**src/rtl/mul_div_unit.sv**
```systemverilog
`default_nettype none
// +----------------------------------------------------------------------------+
// | Module      : mul_div_unit                                                 |
// | Description : Iterative multiply / divide unit beside the execute-stage    |
// |               ALU. One shift-add (multiply) or shift-subtract (restoring   |
// |               divide) step per cycle, then a sign-fix cycle, then a       |
// |               one-cycle done pulse. Start/busy/done handshake.             |
// | Config      : define MULDIV_DIV_EN to build the divider (DIVU/DIVS);       |
// |               otherwise divide opcodes finish at once with illegal = 1.    |
// | Revision    : 1.0 - initial release                                        |
// +----------------------------------------------------------------------------+
module mul_div_unit #(
  parameter int WIDTH = 32
) (
  input  logic             clk,
  input  logic             rst,
  input  logic             start,
  input  logic [1:0]       op,
  input  logic [WIDTH-1:0] A,
  input  logic [WIDTH-1:0] B,
  output logic             busy,
  output logic             done,
  output logic [WIDTH-1:0] lo,
  output logic [WIDTH-1:0] hi,
  output logic             div_by_zero,
  output logic             illegal
);

  localparam int CW = $clog2(WIDTH);

  typedef enum logic [1:0] {
    S_IDLE = 2'd0,
    S_RUN  = 2'd1,
    S_FIX  = 2'd2,
    S_DONE = 2'd3
  } state_t;

  state_t r_state;
  state_t w_next;

  logic [CW-1:0]      r_cnt;
  // r_acc: product high half / partial remainder.
  // r_q  : multiplier shifting out / dividend shifting out, quotient shifting in.
  // r_b  : multiplicand / divisor magnitude.
  logic [WIDTH-1:0]   r_acc;
  logic [WIDTH-1:0]   r_q;
  logic [WIDTH-1:0]   r_b;
  logic [WIDTH-1:0]   r_lo;
  logic [WIDTH-1:0]   r_hi;
  logic               r_negq;   // negate product / quotient in FIX
  logic               r_short;  // result was decided at start, no iteration
  logic               r_dbz;
  logic               r_ill;

  logic               w_accept;
  logic               w_short;
  logic [WIDTH-1:0]   w_a_mag;
  logic [WIDTH-1:0]   w_b_mag;
  logic [WIDTH:0]     w_msum;
  logic [2*WIDTH-1:0] w_prod;
  logic [2*WIDTH-1:0] w_prod_fix;

`ifdef MULDIV_DIV_EN
  logic               r_is_div;
  logic               r_negr;   // remainder follows the dividend sign
  logic [WIDTH:0]     w_dshift;
  logic [WIDTH:0]     w_ddiff;
  logic [WIDTH-1:0]   w_quot_fix;
  logic [WIDTH-1:0]   w_rem_fix;
`endif

  // Start is only honoured when no operation is in flight.
  assign w_accept = start && ((r_state == S_IDLE) || (r_state == S_DONE));

  // Ops that skip the iteration: zero divisor, or any divide when no divider exists.
`ifdef MULDIV_DIV_EN
  assign w_short = op[1] && (B == '0);
`else
  assign w_short = op[1];
`endif

  // op[0] selects signed operation; work on magnitudes and fix signs at the end.
  assign w_a_mag = (op[0] && A[WIDTH-1]) ? -A : A;
  assign w_b_mag = (op[0] && B[WIDTH-1]) ? -B : B;

  // Multiply step: conditionally add multiplicand, then shift {carry,acc,q} right.
  assign w_msum     = {1'b0, r_acc} + (r_q[0] ? {1'b0, r_b} : '0);
  assign w_prod     = {r_acc, r_q};
  assign w_prod_fix = r_negq ? -w_prod : w_prod;

`ifdef MULDIV_DIV_EN
  // Restoring divide step: shift next dividend bit in, trial-subtract divisor.
  assign w_dshift   = {r_acc, r_q[WIDTH-1]};
  assign w_ddiff    = w_dshift - {1'b0, r_b};
  assign w_quot_fix = r_negq ? -r_q : r_q;
  assign w_rem_fix  = r_negr ? -r_acc : r_acc;
`endif

  // State register.
  always_ff @(posedge clk or posedge rst) begin
    if (rst) r_state <= S_IDLE;
    else     r_state <= w_next;
  end

  // Next-state logic.
  always_comb begin
    w_next = r_state;
    case (r_state)
      S_IDLE:  if (start) w_next = w_short ? S_FIX : S_RUN;
      S_RUN:   if (r_cnt == CW'(WIDTH - 1)) w_next = S_FIX;
      S_FIX:   w_next = S_DONE;
      S_DONE:  begin
        if (start) w_next = w_short ? S_FIX : S_RUN;
        else       w_next = S_IDLE;
      end
      default: w_next = S_IDLE;
    endcase
  end

  // Datapath: latch operands on accept, iterate in RUN, register results in FIX.
  always_ff @(posedge clk or posedge rst) begin
    if (rst) begin
      r_cnt    <= '0;
      r_acc    <= '0;
      r_q      <= '0;
      r_b      <= '0;
      r_lo     <= '0;
      r_hi     <= '0;
      r_negq   <= 1'b0;
      r_short  <= 1'b0;
      r_dbz    <= 1'b0;
      r_ill    <= 1'b0;
`ifdef MULDIV_DIV_EN
      r_is_div <= 1'b0;
      r_negr   <= 1'b0;
`endif
    end else if (w_accept) begin
      r_cnt   <= '0;
      r_lo    <= '0;
      r_hi    <= '0;
      r_dbz   <= 1'b0;
      r_ill   <= 1'b0;
      r_acc   <= '0;
      r_short <= w_short;
      r_negq  <= op[0] & (A[WIDTH-1] ^ B[WIDTH-1]);
`ifdef MULDIV_DIV_EN
      r_is_div <= op[1];
      r_negr   <= op[0] & A[WIDTH-1];
      if (w_short) begin
        // Zero divisor: quotient all ones, remainder is the raw dividend.
        r_q   <= '1;
        r_acc <= A;
      end else if (op[1]) begin
        r_q <= w_a_mag;
        r_b <= w_b_mag;
      end else begin
        r_q <= w_b_mag;
        r_b <= w_a_mag;
      end
`else
      if (w_short) begin
        r_q <= '0;
      end else begin
        r_q <= w_b_mag;
        r_b <= w_a_mag;
      end
`endif
    end else begin
      case (r_state)
        S_RUN: begin
          r_cnt <= r_cnt + CW'(1);
`ifdef MULDIV_DIV_EN
          if (r_is_div) begin
            if (!w_ddiff[WIDTH]) begin
              r_acc <= w_ddiff[WIDTH-1:0];
              r_q   <= {r_q[WIDTH-2:0], 1'b1};
            end else begin
              r_acc <= w_dshift[WIDTH-1:0];
              r_q   <= {r_q[WIDTH-2:0], 1'b0};
            end
          end else
`endif
          begin
            r_acc <= w_msum[WIDTH:1];
            r_q   <= {w_msum[0], r_q[WIDTH-1:1]};
          end
        end
        S_FIX: begin
          if (r_short) begin
            r_lo  <= r_q;
            r_hi  <= r_acc;
`ifdef MULDIV_DIV_EN
            r_dbz <= 1'b1;
`else
            r_ill <= 1'b1;
`endif
          end
`ifdef MULDIV_DIV_EN
          else if (r_is_div) begin
            r_lo <= w_quot_fix;
            r_hi <= w_rem_fix;
          end
`endif
          else begin
            r_lo <= w_prod_fix[WIDTH-1:0];
            r_hi <= w_prod_fix[2*WIDTH-1:WIDTH];
          end
        end
        default: ;
      endcase
    end
  end

  assign busy        = (r_state == S_RUN) || (r_state == S_FIX);
  assign done        = (r_state == S_DONE);
  assign lo          = r_lo;
  assign hi          = r_hi;
  assign div_by_zero = r_dbz;
  assign illegal     = r_ill;

endmodule
`default_nettype wire
```
**config.mk**
```make
export PLATFORM = sky130hd
export DESIGN_NAME = mul_div_unit
export DESIGN_NICKNAME = d
export VERILOG_FILES = /design/src/rtl/mul_div_unit.sv
export SDC_FILE = /design/constraint.sdc
export NUM_CORES = 1
export LEC_CHECK = 0
export ABC_AREA = 1
export CORE_UTILIZATION = 53
export DETAILED_ROUTE_END_ITERATION = 8
export GPL_TIMING_DRIVEN = 0
export HOLD_SLACK_MARGIN = 0.03
export PLACE_DENSITY_LB_ADDON = 0.2
export SYNTH_ARGS = -nofsm -noshare
export SYNTH_HDL_FRONTEND = slang
export SYNTH_SLANG_ARGS = --single-unit
export TNS_END_PERCENT = 100
```
**constraint.sdc**
```tcl
create_clock -name clk -period 5.85 [get_ports clk]
set_input_delay 1.17 -clock clk [delete_from_list [all_inputs] [get_ports clk]]
set_output_delay 1.17 -clock clk [all_outputs]
set_load 0.02 [all_outputs]
```
# After elaboration in Yosys (flattened, before gate mapping)
# Index checks and enable logic that the tools add are counted.
# word_totals
ff_bits	170
inputBits	69
output_inout_bits	68
elab_cells	61
# op_classes
n_addsub	5
n_eq_ne	6
mux	25
bitwise_logic	3
reduce_logical	12
# ops
op	n
2-to-1 mux 32 bit	14
2-to-1 mux 64 bit	1
negation 32 bit	2
negation 64 bit	1
adder 32 x 32 -> 33 bit	1
2-to-1 mux 5 bit	2
2-to-1 mux 2 bit	4
one-hot mux 2 bit (4 select lines)	1
AND reduction 2 bit	3
nonzero test 2 bit	3
adder 5 x 1 -> 5 bit (second input constant)	1
equality test 5 bit (second input constant)	1
equality test 2 bit (second input constant)	2
inequality test 2 bit (second input constant)	2
logical AND 1 bit	3
2-to-1 mux 1 bit	3
equality test 2 x 1 -> 1 bit (second input constant)	1
zero test 2 bit	1
logical OR 1 bit	2
bitwise AND 1 bit	1
NOT 1 bit	1
XOR 1 bit	1

# Depth between registers and ports, before layout
# logic_depth
word_depth	5
depth_mapped	18
ltp_nobuf	16

# Worst setup path before layout
# OpenSTA, ideal clock, no wires.
# synth_path
path_type	in2reg
start	input port A[0]
end	register r_b[30]
setup_ns	0.117
arrival_time_ns	2.251
t_required_ns	5.733
path_slack_ns	3.482
cell_stages	9
path_buffers	0
path_cell_list	inv_1 -> ha_1 -> nand3_1 -> nor3_1 -> nand4_1 -> nand2_1 -> nand3b_1 -> nand3_1 -> nand2_1
# synth_via
elab_chain_len	2
# synth_lines
item	line_no	text
start, declared	19	input logic [WIDTH-1:0] A,
negation 32 bit	83	assign w_a_mag = (op[0] && A[WIDTH-1]) ? -A : A;
2-to-1 mux 32 bit	83	
end signal, assigned	165	r_b <= w_a_mag;
end, declared	47	logic [WIDTH-1:0] r_b;
# Every way passes these cells.
# A chain may end at the register's enable or synchronous reset.

# Worst setup path in the final report
# layout_path
start	register r_state[1]
end	output port busy
# layout_via
elab_chain_len	2
elab_cells_between_ends	3
cone_classes	2 x eq/ne; 1 x reduce/logical
# layout_lines
item	line_no	text
start, declared	38	state_t r_state;
start signal, assigned	102	else r_state <= w_next;
equality test 2 x 1 -> 1 bit or equality test 2 bit (tied branches)	214	assign busy = (r_state == S_RUN) || (r_state == S_FIX);
logical OR 1 bit *	214	
end, declared	21	output logic busy,
# Every way passes the cells marked *; elsewhere a longest branch is shown, timed or not.

==> results.ini <==
[cells_and_area]
nets=2253
fin_area_mm2=0.01515
drive_above_1_share=0.05617
antenna_cells=0
syn2layout_area_growth_pct=18.66
final_core_util=0.6434
fill_cells=2235

[drt]
finalWirelength_um=41920
ant_nets=0
top_layer=met4
met3WireLength_um=4080
met1Wirelength_um=18730
drcViolationCount=0
wl_met2_um=17970
wl_per_cell_um=16.95
firstDrtPassIters=7
num_vias=13580
viasPerCell=5.491
drtIter0Drc=1223

[die]
fp.dieW_um=157.2
dieArea_mm2=0.02471
design.core.area_mm2=0.02354
num_io_pins=137
fp-row-count=56
initial_utilization=0.5422
die_y_um=157.2

[place]
postPlaceCellArea_mm2=0.01455
portBuffers=135
preCtsSetupSlack_ns=2.494
place_congestion=0.9684
dp_hpwl_um=33660

[worst_setup_path]
cp.required_ns=4.68
cp_top_family=buffers and inverters
cp_slowest_cell=clkdlybuf4s50_1
cp_data_arrival_time_ns=1.97
rr_startpoint=r_q[0]
crit_chain=inv_1, ha_1, clkdlybuf4s50_1
crit_buf_inv=2
endpoint_kind=output pin
cp.depth=3
cp_max_fo=4
worst-setup-path-type=reg2out
r2r_end=r_acc[29]
startpoint_type=flip-flop
worstRegToRegCells=17
max_stage_delay_ns=0.64
r2r_slack_ns=3.11

[logic_synthesis]
synth_cells=1986
ys_seq_area_frac=0.3333
synth_top_area_share=0.3333
ys_types=48
yosys_register_bits=170
yosysWarnings=0
syn_nets=2098
synth_area_leaders=dfrtp_1 (33%), nand2_1 (19%), inv_1 (7.1%), nand3_1 (6.7%), nor2_1 (6.1%)
synthFlopType=dfrtp_1
async_flop_share=1.000
avgSynthCellArea_um2=6.427
syn-cell-area_mm2=0.01276
synth_edf_count=0
yosysTopAreaCell=dfrtp_1

[timing]
setup_viol=0
fin_worst_skew_ns=0.01701
hold_viol=0
worst_pin_slew_ns=0.8740
period_share=0.5364
fin_crit_ns=3.138
rsz0062_at_grt=false
layout_setup_ws_ns=2.712
fmax_ghz=0.3187
relSlewSlack=0.4173
drv_slew=0

[worst_hold_path]
worstHoldEndpoint=lo[15]
holdPathStages=2
min_from=lo[15]
hp-class=reg2reg

[cts]
cts_resized=0
cts_max_level=4
cts.sinks=170
cts-root-buf=clkbuf_16
clk_latency_ns=0.44
cts_hold_buf=0
cts_buffers=17
cts.path.max_buffers=2
cts_setup_buffers=0
clkSlewWorstSetupHoldPaths_ns=0.08
cts_tree=built

[global_route]
antenna_found_initial=0
grt_max_degree=114
first_global_vias=12587
grt-ovfl-total=0
grt_pass1_wl_um=66230
grt_util_all_layers=0.3520

[power_and_ir_drop]
p_per_area_mw_per_mm2=508.5
leakage_nw=7.746
ir_drop_v=0.0002576
power.total_mw=7.702

[run_status]
status=complete, no violations

[flow_run]
max-cap-violations=0

how the worst max path moves through the flow:
stage               endpoint  slack [ns]        from
detailed placement     lo[4]        2.49       start
global route            busy        2.62  r_state[1]
CTS                     busy        2.69  r_state[1]
finish                  busy        2.71  r_state[1]
global placement     r_b[27]       -2.12         rst
floorplan              hi[0]        0.08         rst
flip-flops by register name, indices dropped and copies added, names as in the netlist:
signal and cells:
r_b 32, r_short 1, r_negq 1, hi 32, illegal 1, r_cnt 5
lo 32, r_q 32, r_state 2, r_acc 32
metal layers:
metal | vias up | GRT usage
met1 | 6110 | 0.4910
met4 | 0 | 0.1188
met2 | 636 | 0.5402
met3 | 73 | 0.07379
met5 | - | 0
li1 | 6761 | -
worst register-to-register path, stage by stage (launching register included):
cell and delay (ns):
dfrtp_1 0.34, buf_6 0.14, clkbuf_1 0.37, nand2_1 0.10
inv_1 0.07, ha_1 0.21, fa_1 0.25, nand2_1 0.09
o21ai_2 0.28, nand2_1 0.08, nand2_1 0.11, nand2_1 0.07
nand2_1 0.15, nand2_1 0.12, nand2_1 0.09, nand2_1 0.05
nand3_1 0.07, nand2_1 0.06
stage by stage:
stage | hold slack [ns] | std cells | TNS [ns]
floorplan | 0.4489 | 1986 | 0
global placement | 0.4632 | 2440 | -355.78
detailed placement | 0.4654 | 2441 | 0
CTS | 0.4844 | 2473 | 0
global route | 0.5064 | 2473 | 0
finish | 0.4787 | 2473 | 0
synth_stat cells (11+ instances only):
library cell	instances
nand2_1	639
nor3_1	20
nor2_1	208
o21ai_1	21
o221ai_1	18
dfrtp_1	170
clkbuf_1	27
ha_1	42
nand3b_1	11
inv_1	243
a21oi_1	96
nand4_1	29
nand3_1	171
buf_2	23
xor2_1	14
o21ai_0	144
power by group:
group / switching, mW / leakage, nW / internal, mW
Clock: 0.550 / 0.289 / 0.612
Sequential: 0.469 / 2.26 / 1.65
Combinational: 2.96 / 5.20 / 1.46
placed cells by master, fill, tap and decap left out, types with 28 or more instances in the layout:
cell type	count
nand2_1	639
inv_1	242
nor2_1	208
nand3_1	171
dfrtp_1	170
o21ai_0	144
clkdlybuf4s50_1	135
a21oi_1	96
ha_1	42
nand4_1	29
clkbuf_1	28
cell type report:
| type | instances | area, um2 | share of cell area |
|---|---|---|---|
| clock buffer | 18 | 429.2 | 0.02833 |
| sequential | 170 | 4254 | 0.2809 |
| multi-input combinational | 1508 | 7310 | 0.4826 |
| timing repair buffer | 136 | 1379 | 0.09103 |
| clock inverter | 14 | 167.7 | 0.01107 |
| tap | 319 | 399.1 | 0.02635 |
| buffer | 54 | 246.5 | 0.01627 |
| inverter | 254 | 962.2 | 0.06352 |
kinds of logic after synthesis:
group | Yosys count | synth area share
compound gates | 321 | 0.1401
other cells | 1 | 0.0002938
buf+inv | 308 | 0.09410
simple gates | 1126 | 0.3779
xor+xnor | 17 | 0.01166
fa+ha+maj | 43 | 0.04274
flops | 170 | 0.3333
Note: power is estimated with default switching activity, not from simulation.
